**config.mk**
```make
export PLATFORM = sky130hd
export DESIGN_NAME = cdr_os_rx
export DESIGN_NICKNAME = d
export VERILOG_FILES = /design/src/rtl/cdr_os_rx.sv
export SDC_FILE = /design/constraint.sdc
export NUM_CORES = 1
export LEC_CHECK = 0
export CAP_MARGIN = 20
export CORE_UTILIZATION = 30
export DETAILED_ROUTE_END_ITERATION = 10
export HOLD_SLACK_MARGIN = 0.05
export SYNTH_ARGS = -nofsm -noshare
export SYNTH_HDL_FRONTEND = slang
export SYNTH_SLANG_ARGS = --single-unit
export TNS_END_PERCENT = 1
```
**constraint.sdc**
```tcl
create_clock -name clk_i -period 2.1 [get_ports clk_i]
set_input_delay 0.42 -clock clk_i [delete_from_list [all_inputs] [get_ports clk_i]]
set_output_delay 0.42 -clock clk_i [all_outputs]
set_load 0.005 [all_outputs]
```
**src/rtl/cdr_os_rx.sv**
```systemverilog
// Oversampling clock/data recovery receiver: an edge-tracking phase counter
// recovers the bit grid from an asynchronous serial line and strobes out one bit per period.
module cdr_os_rx #(
    parameter int OS_RATIO    = 4,
    parameter int LOCK_EDGES  = 16,
    parameter int UNLOCK_BITS = 64
) (
    input  logic                        clk_i,
    input  logic                        rst_i,
    input  logic                        data_i,
    output logic                        data_o,
    output logic                        valid_o,
    output logic                        lock_o,
    output logic [$clog2(OS_RATIO)-1:0] phase_o
);

    localparam int PH_W = $clog2(OS_RATIO);
    localparam int EC_W = $clog2(LOCK_EDGES + 1);
    localparam int IC_W = $clog2(UNLOCK_BITS + 1);

    localparam logic [PH_W-1:0] PH_LAST = PH_W'(OS_RATIO - 1);
    localparam logic [PH_W-1:0] PH_HALF = PH_W'(OS_RATIO / 2);
    localparam logic [PH_W-1:0] PH_ONE  = PH_W'(1);
    localparam logic [EC_W-1:0] EC_MAX  = EC_W'(LOCK_EDGES);
    localparam logic [EC_W-1:0] EC_ONE  = EC_W'(1);
    localparam logic [IC_W-1:0] IC_MAX  = IC_W'(UNLOCK_BITS);

    typedef enum logic [1:0] {
        ST_HUNT,
        ST_TRACK,
        ST_LOCKED
    } state_t;

    state_t          r_state;
    state_t          w_state_nxt;
    logic            r_s1;
    logic            r_s2;
    logic            r_s3;
    logic [PH_W-1:0] r_ph;
    logic [EC_W-1:0] r_edge_cnt;
    logic [EC_W-1:0] w_edge_cnt_nxt;
    logic [EC_W-1:0] w_edge_cnt_inc;
    logic [IC_W-1:0] r_idle_cnt;
    logic            r_data;
    logic            r_valid;
    logic            r_lock;
    logic            w_edge;
    logic            w_in_win;
    logic            w_wrap;
    logic            w_idle_term;
    logic            w_sample;

    function automatic logic [EC_W-1:0] edge_cnt_sat_inc(input logic [EC_W-1:0] v);
        return (v == EC_MAX) ? v : v + EC_ONE;
    endfunction

    function automatic logic [IC_W-1:0] idle_cnt_sat_inc(input logic [IC_W-1:0] v);
        return (v == IC_MAX) ? v : v + IC_W'(1);
    endfunction

    // Edge cycle is phase 0, so a well-timed edge lands at phase OS_RATIO-1, 0 or 1.
    assign w_edge         = r_s2 ^ r_s3;
    assign w_in_win       = (r_ph == PH_LAST) || (r_ph == '0) || (r_ph == PH_ONE);
    assign w_wrap         = (r_ph == PH_LAST);
    assign w_idle_term    = (r_idle_cnt == IC_MAX);
    assign w_sample       = (r_ph == PH_HALF) && !w_edge && (r_state != ST_HUNT);
    assign w_edge_cnt_inc = edge_cnt_sat_inc(r_edge_cnt);

    always_comb begin
        w_state_nxt    = r_state;
        w_edge_cnt_nxt = r_edge_cnt;
        case (r_state)
            ST_HUNT: begin
                if (w_edge) begin
                    w_state_nxt    = ST_TRACK;
                    w_edge_cnt_nxt = EC_ONE;
                end
            end
            ST_TRACK: begin
                if (w_edge) begin
                    if (w_in_win) begin
                        w_edge_cnt_nxt = w_edge_cnt_inc;
                        if (w_edge_cnt_inc == EC_MAX) begin
                            w_state_nxt = ST_LOCKED;
                        end
                    end else begin
                        w_edge_cnt_nxt = EC_ONE;
                    end
                end else if (w_idle_term) begin
                    w_state_nxt    = ST_HUNT;
                    w_edge_cnt_nxt = '0;
                end
            end
            ST_LOCKED: begin
                if (w_edge) begin
                    if (!w_in_win) begin
                        w_state_nxt    = ST_TRACK;
                        w_edge_cnt_nxt = EC_ONE;
                    end
                end else if (w_idle_term) begin
                    w_state_nxt    = ST_HUNT;
                    w_edge_cnt_nxt = '0;
                end
            end
            default: begin
                w_state_nxt    = ST_HUNT;
                w_edge_cnt_nxt = '0;
            end
        endcase
    end

    always_ff @(posedge clk_i) begin
        if (rst_i) begin
            r_s1       <= 1'b0;
            r_s2       <= 1'b0;
            r_s3       <= 1'b0;
            r_ph       <= '0;
            r_state    <= ST_HUNT;
            r_edge_cnt <= '0;
            r_idle_cnt <= '0;
            r_data     <= 1'b0;
            r_valid    <= 1'b0;
            r_lock     <= 1'b0;
        end else begin
            r_s1       <= data_i;
            r_s2       <= r_s1;
            r_s3       <= r_s2;
            r_state    <= w_state_nxt;
            r_edge_cnt <= w_edge_cnt_nxt;
            r_lock     <= (w_state_nxt == ST_LOCKED);
            r_valid    <= w_sample;
            if (w_sample) begin
                r_data <= r_s2;
            end
            if (w_edge) begin
                r_ph       <= PH_ONE;
                r_idle_cnt <= '0;
            end else begin
                r_ph       <= w_wrap ? '0 : r_ph + PH_ONE;
                r_idle_cnt <= w_wrap ? idle_cnt_sat_inc(r_idle_cnt) : r_idle_cnt;
            end
        end
    end

    assign data_o  = r_data;
    assign valid_o = r_valid;
    assign lock_o  = r_lock;
    assign phase_o = r_ph;

endmodule

```
Word level (Yosys, flattened, before mapping)
Cells that the tools add are included.

word-level totals
  input port bits = 3
  register bits after elaboration = 22
  output and inout port bits = 5

operators by class
  mux-type cells = 18
  equal/unequal tests = 11
  reductions and logical operators = 12
  add/subtract/negate cells = 3
  bitwise gates (word level) = 2

operators with widths
  operator                                                         number
  5-bit two-way mux                                                7
  5-bit case mux with 3 select lines                               1
  2-bit two-way mux                                                7
  5-bit == test, second input constant                             2
  2-bit == test, second input constant                             4
  7-bit by 1-bit adder with 7-bit output, second input constant    1
  7-bit == test, second input constant                             1
  2-bit case mux with 3 select lines                               1
  5-bit by 1-bit adder with 5-bit output, second input constant    1
  2-bit by 1-bit == test with 1-bit output, second input constant  2
  2-bit zero test                                                  2
  2-bit AND reduction                                              2
  3-bit inequality test, second input constant                     1
  3-bit OR reduction                                               1
  2-bit by 1-bit adder with 2-bit output, second input constant    1
  1-bit logical AND                                                2
  1-bit logical OR                                                 2
  1-bit two-way mux                                                2
  2-bit inequality test, second input constant                     1
  2-bit nonzero test                                               1
  2-bit OR reduction                                               1
  1-bit zero test                                                  1
  1-bit inverter                                                   1
  1-bit bitwise XOR                                                1

Longest topological paths before layout
  depth after elaboration = 8
  depth in mapped cells = 7
  mapped depth without buffers = 6

Worst setup path before layout
Ideal clock, no wire load.

  path kind = register to register
  start = reg r_idle_cnt[0]
  end = reg r_idle_cnt[1]
  clock period less this slack = 1.450 ns
  arrival time = 1.327 ns
  slack = 0.650 ns
  stages on the path, launching flop included = 7
  cells stage by stage = dfxtp_1 -> inv_1 -> ha_1 -> nor2b_1 -> a21boi_0 -> mux2i_1 -> nor2_1

on the way
  longest elaborated chain between the ends = 3
  elaborated cells on any way between the ends = 4

RTL lines
  what                                                                            line  text
  start: declaration                                                              43    logic [IC_W-1:0] r_idle_cnt;
  start signal: assignment                                                        140   r_idle_cnt <= w_wrap ? idle_cnt_sat_inc(r_idle_cnt) : r_idle_cnt;
  branches (longest 3 deep; another with 7-bit by 1-bit adder with 7-bit output)  --

Parallel ways; which one is timed is not known.
A chain may end at the register's enable or synchronous reset.

Worst setup path after layout
  start = reg r_edge_cnt[0]
  end = reg r_state[0]

on the way
  longest elaborated chain between the ends = 7
  elaborated cells on any way between the ends = 8

RTL lines
  what                                                                            line  text
  start: declaration                                                              40    logic [EC_W-1:0] r_edge_cnt;
  start signal: assignment                                                        129   r_edge_cnt <= w_edge_cnt_nxt;
  5-bit by 1-bit adder with 5-bit output / 5-bit == test (equally long branches)  54    return (v == EC_MAX) ? v : v + EC_ONE;
  5-bit two-way mux (*)                                                           54
  5-bit == test (*)                                                               83    if (w_edge_cnt_inc == EC_MAX) begin
  2-bit two-way mux (*)                                                           83
  2-bit two-way mux (*)                                                           81    if (w_in_win) begin
  2-bit two-way mux (*)                                                           80    if (w_edge) begin
  2-bit case mux with 3 select lines (*)                                          72    case (r_state)
  end signal: assignment                                                          128   r_state <= w_state_nxt;
  end: declaration                                                                34    state_t r_state;

Every way passes the cells marked *; elsewhere a longest branch is shown, timed or not.

==> results.sh <==
export IMPL_crit_arrival_ns=1.87
export IMPL_netlist_instances=138
export IMPL_cap_violations=0
export IMPL_syn_nets=147
export IMPL_place_area_um2=1350
export IMPL_vdd_drop_max_v=0.000533
export IMPL_drt_wirelength_per_cell_um=12.6
export IMPL_drc=0
export IMPL_min_period_over_period=0.812
export IMPL_synth_mux_area_frac=0.00813
export IMPL_chipHeight_um=66.1
export IMPL_yosysUniqueCellTypes=44
export IMPL_p_leak_nw=0.485
export IMPL_synth_top_family_by_area="simple AND/OR/NAND/NOR gates"
export IMPL_cts_tree="done"
export IMPL_layout_common_cells="dfxtp_1 (22), nor2_1 (16), inv_1 (11)"
export IMPL_syn2layout_area_growth_pct=15.1
export IMPL_setup_viol=0
export IMPL_slowest_delay_ns=0.45
export IMPL_synth_xor_area_frac=0.0701
export IMPL_clkTransAtPathRegs_ns=0.08
export IMPL_syn_area_per_cell_um2=8.92
export IMPL_cp_num_buf_inv=1
export IMPL_rsz0062_at_grt="no"
export IMPL_ant_nets=0
export IMPL_post_cts_buffers=0
export IMPL_synth_area_um2=1230
export IMPL_clk_latency_ns=0.27
export IMPL_finClkSkew_ns=0.00366
export IMPL_start_util=0.324
export IMPL_vias_per_cell=5.23
export IMPL_yosys_most_used_dff="dfxtp_1"
export IMPL_grt_use_total=0.127
export IMPL_synth_edff_count=0
export IMPL_tightestPinTransition_ns=0.510
export IMPL_die_area_um2=4360
export IMPL_wl_um=2440
export IMPL_grt_pass1_vias=902
export IMPL_vias=1015
export IMPL_diodes=0
export IMPL_cp_cell_sequence="inv_1 > ha_1 > and4bb_1 > xnor2_1 > nand2_1 > o221a_1"
export IMPL_die_width_um=66.1
export IMPL_synth_adder_area_share=0.0610
export IMPL_ios=8
export IMPL_final_layout_size_suffix_gt1_frac=0.0753
export IMPL_root_buffer="clkbuf_8"
export IMPL_ctsHtreeMaxLevel=1
export IMPL_crit_slowest_cell="dfxtp_1"
export IMPL_grt_max_degree=14
export IMPL_fmax_mhz=587
export IMPL_slew_viol_final=0
export IMPL_utilization=0.373
export IMPL_grt_antenna_before_repair=0
export IMPL_drtPass1Iterations=4
export IMPL_pwr_density_cell_nw_per_um2=651
export IMPL_synth_simple_area_share=0.239
export IMPL_critPathKind="flip-flop to flip-flop"
export IMPL_layoutNonFillerInstCount=194
export IMPL_cp_end_kind="flip-flop"
export IMPL_holdCritPathClass="flip-flop to flip-flop"
export IMPL_grt_first_pass_wirelength_um=4160
export IMPL_ys_seq_elements=22
export IMPL_dpl_cell_count=190
export IMPL_synth_compound_area_share=0.206
export IMPL_drtIter0Drc=63
export IMPL_fillers=399
export IMPL_port_buffers=7
export IMPL_cts_buffer_depth=2
export IMPL_cts_sinks=22
export IMPL_nNetsFinal=156
export IMPL_cp_start_kind="flip-flop"
export IMPL_num_rows=22
export IMPL_status="complete, no violations"
export IMPL_hold_violations=0
export IMPL_yosysSeqAreaShare=0.358
export IMPL_core_area_um2=3800
export IMPL_dp_hpwl_um=1860
export IMPL_yosys_warnings=0
export IMPL_final_common_cell="dfxtp_1"
export IMPL_finalCriticalPeriod_ns=1.70
export IMPL_slew_headroom=0.659
export IMPL_design_area_um2=1420
export IMPL_overflow=0
export IMPL_ctsResizeCount=0
export IMPL_async_flop_share=0
export IMPL_path_delay_family="flip-flops"
export IMPL_tns_ns=0
export IMPL_crit_path_max_fanout=5
export IMPL_gp_congestion=0.862
export IMPL_worstPathRequired_ns=2.26
export IMPL_ctsHoldBuffers=0
export IMPL_cts_made_buffers=3
-- metrics by stage --
stage | hold slack (ns) | worst slack [ns] | power, W
3_5_place_dp | 0.440 | 0.381 | 0.000536
5_1_grt | 0.476 | 0.280 | 0.000963
4_1_cts | 0.456 | 0.394 | 0.000930
2_1_floorplan | 0.414 | 0.650 | 0.000505
6_report | 0.453 | 0.395 | 0.000922
3_3_place_gp | 0.432 | 0.424 | 0.000533
-- power by group --
part           internal (W)  switching [W]  leakage (nW)
logic             0.0000367      0.0000495         0.271
registers          0.000427      0.0000120         0.178
clock network      0.000255       0.000142        0.0357
total              0.000719       0.000204         0.485
-- flip-flops by register name, summed over array words and instances, names as in the netlist --
signal,flops
r_s3,1
r_s1,1
r_s2,1
valid_o,1
r_state,2
r_idle_cnt,7
data_o,1
r_edge_cnt,5
phase_o,2
lock_o,1
-- synth_stat cells, types with 2 or more instances --
cell       number  share of area
nor2b_1         4          0.020
nand2_1         7          0.021
nand4_1         2          0.010
nor2_1         16          0.049
and3_1          3          0.015
o2111ai_1       2          0.014
buf_2           3          0.012
a21boi_0        2          0.012
dfxtp_1        22           0.36
o21ai_0         6          0.024
nor3_1          2         0.0081
a211oi_1        2          0.012
a21oi_1         8          0.033
inv_1          11          0.034
xnor2_1         3          0.021
o32ai_1         4          0.028
xor2_1          5          0.036
o211ai_1        2          0.012
ha_1            6          0.061
nand2b_1        4          0.020
-- final timing paths --
kind / startpoint / to / slack [ns] / cells after the start
max: r_edge_cnt[0] / r_state[0] / 0.40 / 6
min: r_s1 / r_s2 / 0.45 / 1
max reg2reg: r_edge_cnt[0] / r_state[0] / 0.40 / 6
min reg2reg: r_s1 / r_s2 / 0.45 / 1
-- cell type report --
class | instances | area, um^2 | area share
Clock inverter | 1 | 30.0 | 0.0212
Clock buffer | 3 | 41.3 | 0.0291
Inverter | 11 | 41.3 | 0.0291
Sequential cell | 22 | 440 | 0.311
Tap cell | 48 | 60.1 | 0.0424
Timing Repair Buffer | 9 | 85.1 | 0.0600
Multi-Input combinational cell | 100 | 719 | 0.508
-- cell families after synthesis --
logic type	count (synthesis)
muxes	1
DFF	22
buffers and inverters	16
AOI/OAI and AO/OA	36
xor gates and xnor gates	9
and+or+nand+nor	48
adders and majority gates	6
-- layer usage --
metal | up-vias | global-route usage | routed length [um]
li1 | 512 | - | -
met3 | 4 | 0.0362 | 114
met5 | - | 0 | 0
met4 | 0 | 0.0372 | 21
met1 | 476 | 0.170 | 1150
met2 | 23 | 0.195 | 1150
Note: power is estimated with default switching activity, not from simulation.
